`src/rtl/sprite_compositor.sv`:
```
// sprite_compositor: per-frame sprite motion plus pixel overlay for a VGA stream.
// Holds NUM_SPRITES top-left positions, steps them once per frame from direction
// requests, issues sprite-local image RAM addresses, and composites the returned
// sprite colours over the background (sprite 0 on top, TRANSPARENT_KEY is see-through).
// Pixel latency from x_i/y_i to vga_rgb_o is MEM_LATENCY+2 cycles, one pixel per clock.
// Build option: define SPRITE_COLLISION_EN to add per-frame opaque-overlap detection on
// collide_mask_o; without it collide_mask_o is tied low and no accumulator is built.
module sprite_compositor #(
  parameter int unsigned NUM_SPRITES     = 2,
  parameter int unsigned SPRITE_SIZE     = 64,
  parameter int unsigned STEP            = 3,
  parameter int unsigned VIDEO_WIDTH     = 640,
  parameter int unsigned VIDEO_HEIGHT    = 480,
  parameter int unsigned MEM_LATENCY     = 2,
  parameter logic [11:0] TRANSPARENT_KEY = 12'hF0F,
  localparam int unsigned AW             = $clog2(SPRITE_SIZE * SPRITE_SIZE)
) (
  input  logic                      clk_i,
  input  logic                      resetn_i,
  input  logic [9:0]                x_i,
  input  logic [9:0]                y_i,
  input  logic                      active_i,
  input  logic                      screen_end_i,
  input  logic [NUM_SPRITES-1:0]    move_up_i,
  input  logic [NUM_SPRITES-1:0]    move_down_i,
  input  logic [NUM_SPRITES-1:0]    move_left_i,
  input  logic [NUM_SPRITES-1:0]    move_right_i,
  output logic [NUM_SPRITES*AW-1:0] spr_addr_o,
  input  logic [NUM_SPRITES*12-1:0] spr_color_i,
  input  logic [11:0]               bg_color_i,
  output logic [11:0]               vga_rgb_o,
  output logic [NUM_SPRITES*10-1:0] pos_x_o,
  output logic [NUM_SPRITES*10-1:0] pos_y_o,
  output logic [NUM_SPRITES-1:0]    collide_mask_o
);

  // Sprite edge is a power of two, so the local address is just {row, column}.
  localparam int unsigned SW      = $clog2(SPRITE_SIZE);
  localparam logic [11:0] SizeW   = 12'(SPRITE_SIZE);
  localparam logic [11:0] StepW   = 12'(STEP);
  localparam logic [11:0] WidthW  = 12'(VIDEO_WIDTH);
  localparam logic [11:0] HeightW = 12'(VIDEO_HEIGHT);
  localparam logic [10:0] SizeP   = 11'(SPRITE_SIZE);
  localparam logic [9:0]  StepP   = 10'(STEP);

  // One-axis move: a blocked or contradictory request leaves the position untouched.
  function automatic logic [9:0] step_axis(input logic [9:0]  p,
                                           input logic        inc,
                                           input logic        dec,
                                           input logic [11:0] limit);
    logic [9:0] r;
    r = p;
    if (inc && !dec && (({2'b00, p} + SizeW + StepW) < limit)) begin
      r = p + StepP;
    end else if (dec && !inc && ({2'b00, p} >= StepW)) begin
      r = p - StepP;
    end
    return r;
  endfunction

  // ---------------------------------------------------------------------------
  // Frame tick
  // ---------------------------------------------------------------------------
  logic screen_end_q;
  logic tick;

  assign tick = screen_end_i & ~screen_end_q;

  // Registered copy of screen_end for rising-edge detection.
  always_ff @(posedge clk_i or negedge resetn_i) begin
    if (!resetn_i) begin
      screen_end_q <= 1'b0;
    end else begin
      screen_end_q <= screen_end_i;
    end
  end

  // ---------------------------------------------------------------------------
  // Sprite positions
  // ---------------------------------------------------------------------------
  logic [9:0] pos_x_q [NUM_SPRITES];
  logic [9:0] pos_x_d [NUM_SPRITES];
  logic [9:0] pos_y_q [NUM_SPRITES];
  logic [9:0] pos_y_d [NUM_SPRITES];

  // Next positions: only the frame tick moves sprites, so a frame never tears.
  always_comb begin
    for (int i = 0; i < NUM_SPRITES; i++) begin
      pos_x_d[i] = pos_x_q[i];
      pos_y_d[i] = pos_y_q[i];
      if (tick) begin
        pos_x_d[i] = step_axis(pos_x_q[i], move_right_i[i], move_left_i[i], WidthW);
        pos_y_d[i] = step_axis(pos_y_q[i], move_down_i[i], move_up_i[i], HeightW);
      end
    end
  end

  // Position registers; sprites start spaced two sprite widths apart along the top.
  always_ff @(posedge clk_i or negedge resetn_i) begin
    if (!resetn_i) begin
      for (int i = 0; i < NUM_SPRITES; i++) begin
        pos_x_q[i] <= 10'(16 + i * 2 * SPRITE_SIZE);
        pos_y_q[i] <= 10'd16;
      end
    end else begin
      for (int i = 0; i < NUM_SPRITES; i++) begin
        pos_x_q[i] <= pos_x_d[i];
        pos_y_q[i] <= pos_y_d[i];
      end
    end
  end

  // ---------------------------------------------------------------------------
  // Stage 0: hit test and sprite-local address
  // ---------------------------------------------------------------------------
  logic [NUM_SPRITES-1:0] hit_d;
  logic [9:0]             dx [NUM_SPRITES];
  logic [9:0]             dy [NUM_SPRITES];
  logic [AW-1:0]          spr_addr_d [NUM_SPRITES];
  logic [AW-1:0]          spr_addr_q [NUM_SPRITES];

  // Bounding-box test per sprite; the address is forced to zero off-sprite.
  always_comb begin
    for (int i = 0; i < NUM_SPRITES; i++) begin
      hit_d[i] = (x_i >= pos_x_q[i]) && ({1'b0, x_i} < ({1'b0, pos_x_q[i]} + SizeP)) &&
                 (y_i >= pos_y_q[i]) && ({1'b0, y_i} < ({1'b0, pos_y_q[i]} + SizeP));
      dx[i] = x_i - pos_x_q[i];
      dy[i] = y_i - pos_y_q[i];
      spr_addr_d[i] = hit_d[i] ? {dy[i][SW-1:0], dx[i][SW-1:0]} : '0;
    end
  end

  // ---------------------------------------------------------------------------
  // Hit/active delay line, aligned with the RAM read data
  // ---------------------------------------------------------------------------
  // Entry 0 is the stage-0 register; entry MEM_LATENCY lines up with spr_color_i.
  logic [NUM_SPRITES-1:0] hit_pipe_q [MEM_LATENCY+1];
  logic [MEM_LATENCY:0]   act_pipe_q;

  // Stage-0 registers plus the MEM_LATENCY-deep alignment shift.
  always_ff @(posedge clk_i or negedge resetn_i) begin
    if (!resetn_i) begin
      for (int i = 0; i < NUM_SPRITES; i++) begin
        spr_addr_q[i] <= '0;
      end
      for (int k = 0; k <= MEM_LATENCY; k++) begin
        hit_pipe_q[k] <= '0;
      end
      act_pipe_q <= '0;
    end else begin
      for (int i = 0; i < NUM_SPRITES; i++) begin
        spr_addr_q[i] <= spr_addr_d[i];
      end
      hit_pipe_q[0] <= hit_d;
      act_pipe_q[0] <= active_i;
      for (int k = 1; k <= MEM_LATENCY; k++) begin
        hit_pipe_q[k] <= hit_pipe_q[k-1];
        act_pipe_q[k] <= act_pipe_q[k-1];
      end
    end
  end

  // ---------------------------------------------------------------------------
  // Final stage: transparency, priority and blanking
  // ---------------------------------------------------------------------------
  logic [NUM_SPRITES-1:0] hit_al;
  logic                   act_al;
  logic [NUM_SPRITES-1:0] opaque;
  logic [11:0]            colour;
  logic [11:0]            vga_rgb_d;
  logic [11:0]            vga_rgb_q;

  assign hit_al = hit_pipe_q[MEM_LATENCY];
  assign act_al = act_pipe_q[MEM_LATENCY];

  // Walk from lowest priority up so the lowest-index opaque sprite wins.
  always_comb begin
    colour = bg_color_i;
    for (int i = NUM_SPRITES - 1; i >= 0; i--) begin
      opaque[i] = hit_al[i] && (spr_color_i[i*12 +: 12] != TRANSPARENT_KEY);
      if (opaque[i]) begin
        colour = spr_color_i[i*12 +: 12];
      end
    end
    vga_rgb_d = act_al ? colour : 12'h000;
  end

  // Registered pixel output.
  always_ff @(posedge clk_i or negedge resetn_i) begin
    if (!resetn_i) begin
      vga_rgb_q <= 12'h000;
    end else begin
      vga_rgb_q <= vga_rgb_d;
    end
  end

  assign vga_rgb_o = vga_rgb_q;

  // ---------------------------------------------------------------------------
  // Optional collision detection
  // ---------------------------------------------------------------------------
`ifdef SPRITE_COLLISION_EN
  logic [NUM_SPRITES-1:0] coll_hit;
  logic [NUM_SPRITES-1:0] coll_acc_d;
  logic [NUM_SPRITES-1:0] coll_acc_q;
  logic [NUM_SPRITES-1:0] collide_mask_d;
  logic [NUM_SPRITES-1:0] collide_mask_q;
  logic [NUM_SPRITES-1:0] others;

  // A sprite collides when it and at least one other sprite are opaque on a visible pixel.
  always_comb begin
    others = '0;
    for (int i = 0; i < NUM_SPRITES; i++) begin
      others    = opaque;
      others[i] = 1'b0;
      coll_hit[i] = act_al && opaque[i] && (|others);
    end
    coll_acc_d     = tick ? '0 : (coll_acc_q | coll_hit);
    collide_mask_d = tick ? (coll_acc_q | coll_hit) : collide_mask_q;
  end

  // Accumulate over a frame, publish at the tick and hold for the next frame.
  always_ff @(posedge clk_i or negedge resetn_i) begin
    if (!resetn_i) begin
      coll_acc_q     <= '0;
      collide_mask_q <= '0;
    end else begin
      coll_acc_q     <= coll_acc_d;
      collide_mask_q <= collide_mask_d;
    end
  end

  assign collide_mask_o = collide_mask_q;
`else
  assign collide_mask_o = '0;
`endif

  // ---------------------------------------------------------------------------
  // Output packing
  // ---------------------------------------------------------------------------
  for (genvar g = 0; g < NUM_SPRITES; g++) begin : g_pack
    assign spr_addr_o[g*AW +: AW] = spr_addr_q[g];
    assign pos_x_o[g*10 +: 10]    = pos_x_q[g];
    assign pos_y_o[g*10 +: 10]    = pos_y_q[g];
  end

endmodule

```
`config.mk`:
```
export PLATFORM = sky130hd
export DESIGN_NAME = sprite_compositor
export DESIGN_NICKNAME = d
export VERILOG_FILES = /design/src/rtl/sprite_compositor.sv
export SDC_FILE = /design/constraint.sdc
export NUM_CORES = 1
export LEC_CHECK = 0
export ABC_AREA = 1
export CORE_ASPECT_RATIO = 1.4
export CORE_MARGIN = 2
export CORE_UTILIZATION = 49
export DETAILED_ROUTE_END_ITERATION = 8
export GPL_TIMING_DRIVEN = 0
export PLACE_DENSITY = 0.79
export SETUP_SLACK_MARGIN = 0.1
export SLEW_MARGIN = 10
export SYNTH_ARGS = -nofsm -noshare
export SYNTH_HDL_FRONTEND = slang
export SYNTH_SLANG_ARGS = --single-unit
```
`constraint.sdc`:
```
create_clock -name clk_i -period 2.4 [get_ports clk_i]
set_input_delay 0.48 -clock clk_i [delete_from_list [all_inputs] [get_ports clk_i]]
set_output_delay 0.48 -clock clk_i [all_outputs]
set_load 0.005 [all_outputs]
```
# Yosys cells after proc, flatten, opt, wreduce, memory -nomap -nowiden
# Cells that the tools add are included.
[word_totals]
register_bits = 86
inputBits = 68
out_inout_bits = 78
elab_cells = 109
[op_classes]
addsub = 24
n_lt_le_gt_ge = 16
eq_ne = 2
mux = 13
bitwise_logic = 2
n_reduce_logical = 40
[ops]
columns = ["operator", "count"]
rows = [
  ["10-bit by 7-bit adder with 11-bit output, second input constant", 8],
  ["10-bit 2-to-1 mux", 8],
  ["12-bit 2-to-1 mux", 5],
  ["11-bit by 2-bit adder with 12-bit output, second input constant", 4],
  ["10-bit by 11-bit < comparator with 1-bit output", 4],
  ["10-bit by 2-bit adder with 10-bit output, second input constant", 4],
  ["10-bit greater-or-equal comparator", 4],
  ["10-bit by 2-bit greater-or-equal comparator with 1-bit output, second input constant", 4],
  ["10-bit by 2-bit subtractor with 10-bit output, second input constant", 4],
  ["1-bit logical AND", 24],
  ["12-bit by 10-bit < comparator with 1-bit output, second input constant", 2],
  ["12-bit by 9-bit < comparator with 1-bit output, second input constant", 2],
  ["12-bit inequality test, second input constant", 2],
  ["6-bit subtractor", 4],
  ["1-bit logical NOT", 8],
  ["2-bit AND reduction", 4],
  ["2-bit nonzero test", 4],
  ["1-bit bitwise AND", 1],
  ["1-bit NOT", 1],
]

# Longest topological paths before layout
[logic_depth]
ltp_word = 6
ltp_mapped = 16

# Worst setup path before layout
# Ideal clock, no wire load.
[synth_path]
kind = "flip-flop to flip-flop"
from = "reg pos_x_q (netlist bit pos_x_o[17])"
to = "reg spr_addr_q (netlist bit spr_addr_o[13])"
t_arrival_ns = 2.291
setup_slack_ns = -0.021
stages_incl_launch_ff = 16
synth_period_minus_slack_ns = 2.421
path_cell_list = "dfstp_2 > clkbuf_1 > inv_1 > ha_1 > inv_1 > ha_1 > nand2_1 > nor2_1 > nand3_1 > nor2_1 > nor2_1 > nand3_1 > nor2_1 > inv_1 > clkbuf_1 > nor2_1"
[synth_rtl]
columns = ["element", "line_no", "text"]
rows = [
  ["start: declaration", "81", "logic [9:0] pos_x_q [NUM_SPRITES];"],
  ["start signal: indexed assignment", "102", "pos_x_q[i] <= 10'(16 + i * 2 * SPRITE_SIZE);"],
  ["start signal: indexed assignment", "107", "pos_x_q[i] <= pos_x_d[i];"],
  ["end signal: indexed assignment", "152", "spr_addr_q[i] <= spr_addr_d[i];"],
  ["end: declaration", "120", "logic [AW-1:0] spr_addr_q [NUM_SPRITES];"],
]

==> results.cfg <==
[status]
outcome = finished, violations left
violations = negative setup slack

[die]
fp.coreArea_sq_mm = 0.01547
num_rows = 54
io_pins = 146
dieArea_sq_mm = 0.01677
floorplan.initialDensity_pct = 49.85
die-height_um = 152.4
die_x_um = 110.0

[worst_setup_path]
start_kind = flop
cp_cell_sequence = buf_8 -> nand2_4 -> inv_2 -> nand2_2 -> xor2_1 -> ha_1 -> nand2_2 -> nor2_2 -> a21oi_2 -> nand2_1 -> nor2_2 -> nand3_2 -> nor2_4 -> inv_4 -> clkbuf_16 -> nor2_4
path_class = reg -> reg
cp.arrival_ps = 2720
crit_path_max_fanout = 5
cp_slowest_stage_delay_ps = 600
cp_top_family = simple AND/OR/NAND/NOR gates
worst-path-buf-inv = 4
slowest_stage = dfstp_2
end_kind = flop
worstPathRequired_ps = 2680

[global_route]
grtUsageTotal_pct = 26.57
antenna_found_initial = 0
grt_overflow = 0
grt_max_degree = 64
grt_pass1_vias = 7686
grt_pass1_wl_um = 35360

[cts]
insertion_delay_ps = 360
cts-hold-fix-buffers = 0
cts_tree = built
clockRootBuffer = clkbuf_16
cts_made_buffers = 9
clkSlewWorstSetupHoldPaths_ps = 70
h-tree-depth = 3
clockBufferDepth = 2
cts_sinks = 86

[timing]
slew_viol_final = 0
period_needed_ps = 2442
hold_viol = 0
rsz0062_at_grt = true
setup_viol = 9
relSlewSlack_pct = 61.74
max_freq_ghz = 0.4095
finalWorstSetupSlack_ps = -42.06
fin_crit_sh_pct = 101.8
tightest_slew_ps = 569.6
skew_ps = 12.82

[synth]
seq_area_frac_synth_pct = 27.99
syn_area_sq_mm = 0.007712
async_flop_share_pct = 100.0
avgSynthCellArea_sq_um = 7.076
yosys_warnings = 0
synth_cell_type_count = 43
synth-edff-count = 0
synth_top_area_share_pct = 26.28
synth_seq_cells = 86
synth_area_leaders = dfrtp_1 26%, nand2_1 16%, ha_1 12%
synthFlopType = dfrtp_1
synth_cells = 1090
yosysTopAreaCell = dfrtp_1

[layout]
final_cell_mix = 333 x nand2_1, 142 x clkdlybuf4s50_1, 98 x inv_1
nets = 1436
final_common_cell = nand2_1
final_cells = 1489
fillerInstances = 1306
final_util_pct = 67.43
diodes = 0
drive_gt1_share_pct = 15.24
area_growth_pct = 35.29

[power]
p_leak_nw = 5.171
p_per_area_mw_per_mm2 = 1151
vdd_drop_max_mv = 0.5925

[routing]
drt_pass1_iterations = 5
initialDrtViolationCount = 445
final_antenna_net_count = 0
wl_per_cell_um = 15.06
drcViolationCount = 0
finalWirelength_um = 22420
vias = 7916
vias_per_cell = 5.316

[placed_design]
dp_cells = 1431
place_congestion = 0.9188
dp_hpwl_um = 16340
numPortBuffers = 143

[run]
maxCapViolCount = 0

[hold_path]
hp-class = in -> async
==> Yosys cell counts (all sizes together), types with 2 or more instances <==
library cell / number
o21bai: 8
o31ai: 2
nor3: 23
nor2: 92
clkinv: 3
o21ai: 44
nor4: 5
fa: 4
ha: 76
o211ai: 3
dfrtp: 81
inv: 111
buf: 20
nand3b: 7
xor2: 59
o21a: 4
a21o: 4
clkbuf: 10
a21oi: 40
a31oi: 3
nand2: 349
nand4: 21
xnor2: 19
dfstp: 5
nor3b: 2
nand3: 89
or2: 4
==> per-layer routing <==
layer | up-vias | wire length, um | global-route usage (%)
li1 | 3907 | - | -
met1 | 3676 | 8544 | 29.27
met4 | 0 | 890 | 12.06
met2 | 259 | 11990 | 49.14
met3 | 74 | 994 | 3.208
met5 | - | 0 | 0
==> area by class of cell <==
cell class              count  area (sq um)  share of cell area, %
inverters                 114         436.7                  4.185
well taps                 196         245.2                  2.350
flip-flops and latches     86          2170                  20.79
plain buffers              30         260.3                  2.494
multi-input cells         862          5223                  50.05
clock buffers              10         239.0                  2.290
repair buffers            185          1792                  17.17
clock inverters             6         68.82                 0.6595
==> worst paths after layout <==
check	from	end	slack (ps)	depth (start not counted)
max	pos_x_o[17]$_DFFE_PN1P_	spr_addr_o[22]$_DFF_PN0_	-40	16
min	resetn_i	vga_rgb_o[1]$_DFF_PN0_	40	1
max reg2reg	pos_x_o[17]$_DFFE_PN1P_	spr_addr_o[22]$_DFF_PN0_	-40	16
min reg2reg	act_pipe_q[1]$_DFF_PN0_	act_pipe_q[2]$_DFF_PN0_	350	0
max in group asynchronous	resetn_i	pos_y_o[14]$_DFFE_PN1P_	1680	2
min in group clk_i	act_pipe_q[1]$_DFF_PN0_	act_pipe_q[2]$_DFF_PN0_	350	0
==> per-stage QoR <==
stage          hold slack (ps)  power (mW)  setup TNS, ps  setup WS [ps]  instance area [sq um]
2_1_floorplan            184.4       7.265              0          174.0                   7719
3_3_place_gp             333.7       9.382        -237730          -2485                   9395
3_5_place_dp             336.3       9.529         -27890         -768.1                   9420
4_1_cts                  48.77       11.53              0          17.68                  10120
5_1_grt                  66.18       13.11          -1626         -148.1                  10430
6_report                 37.96       12.01         -160.1         -42.06                  10430
==> logic make-up after synthesis <==
logic type	after synthesis	share of synthesized area (%)
buf+inv	144	8.014
flops	86	27.99
simple gates	593	33.45
fa+ha+maj	80	13.37
other cells	1	0.04862
xor+xnor	78	8.858
compound gates	108	8.274
==> where the power goes <==
part           switching, mW  total (mW)  internal, mW
logic                   4.43        8.03          3.60
registers              0.519        2.49          1.97
clock network          0.648        1.49         0.845
==> registers in the layout, indices dropped and copies added, names as in the netlist <==
register	cells
pos_y_o	20
screen_end_q	1
vga_rgb_o	12
hit_pipe_q	4
hit_al	2
spr_addr_o	24
pos_x_o	20
act_pipe_q	3
==> what timing repair did <==
item                                    4_1_cts  5_1_grt
setup buffers                                20       19
endpoints found under the setup margin       57       68
endpoints found under the hold margin         0        0
pin swaps                                     6       14
resized for setup                            57       58
gates cloned                                  2        1
No activity file was read; power rests on OpenSTA's default activity.
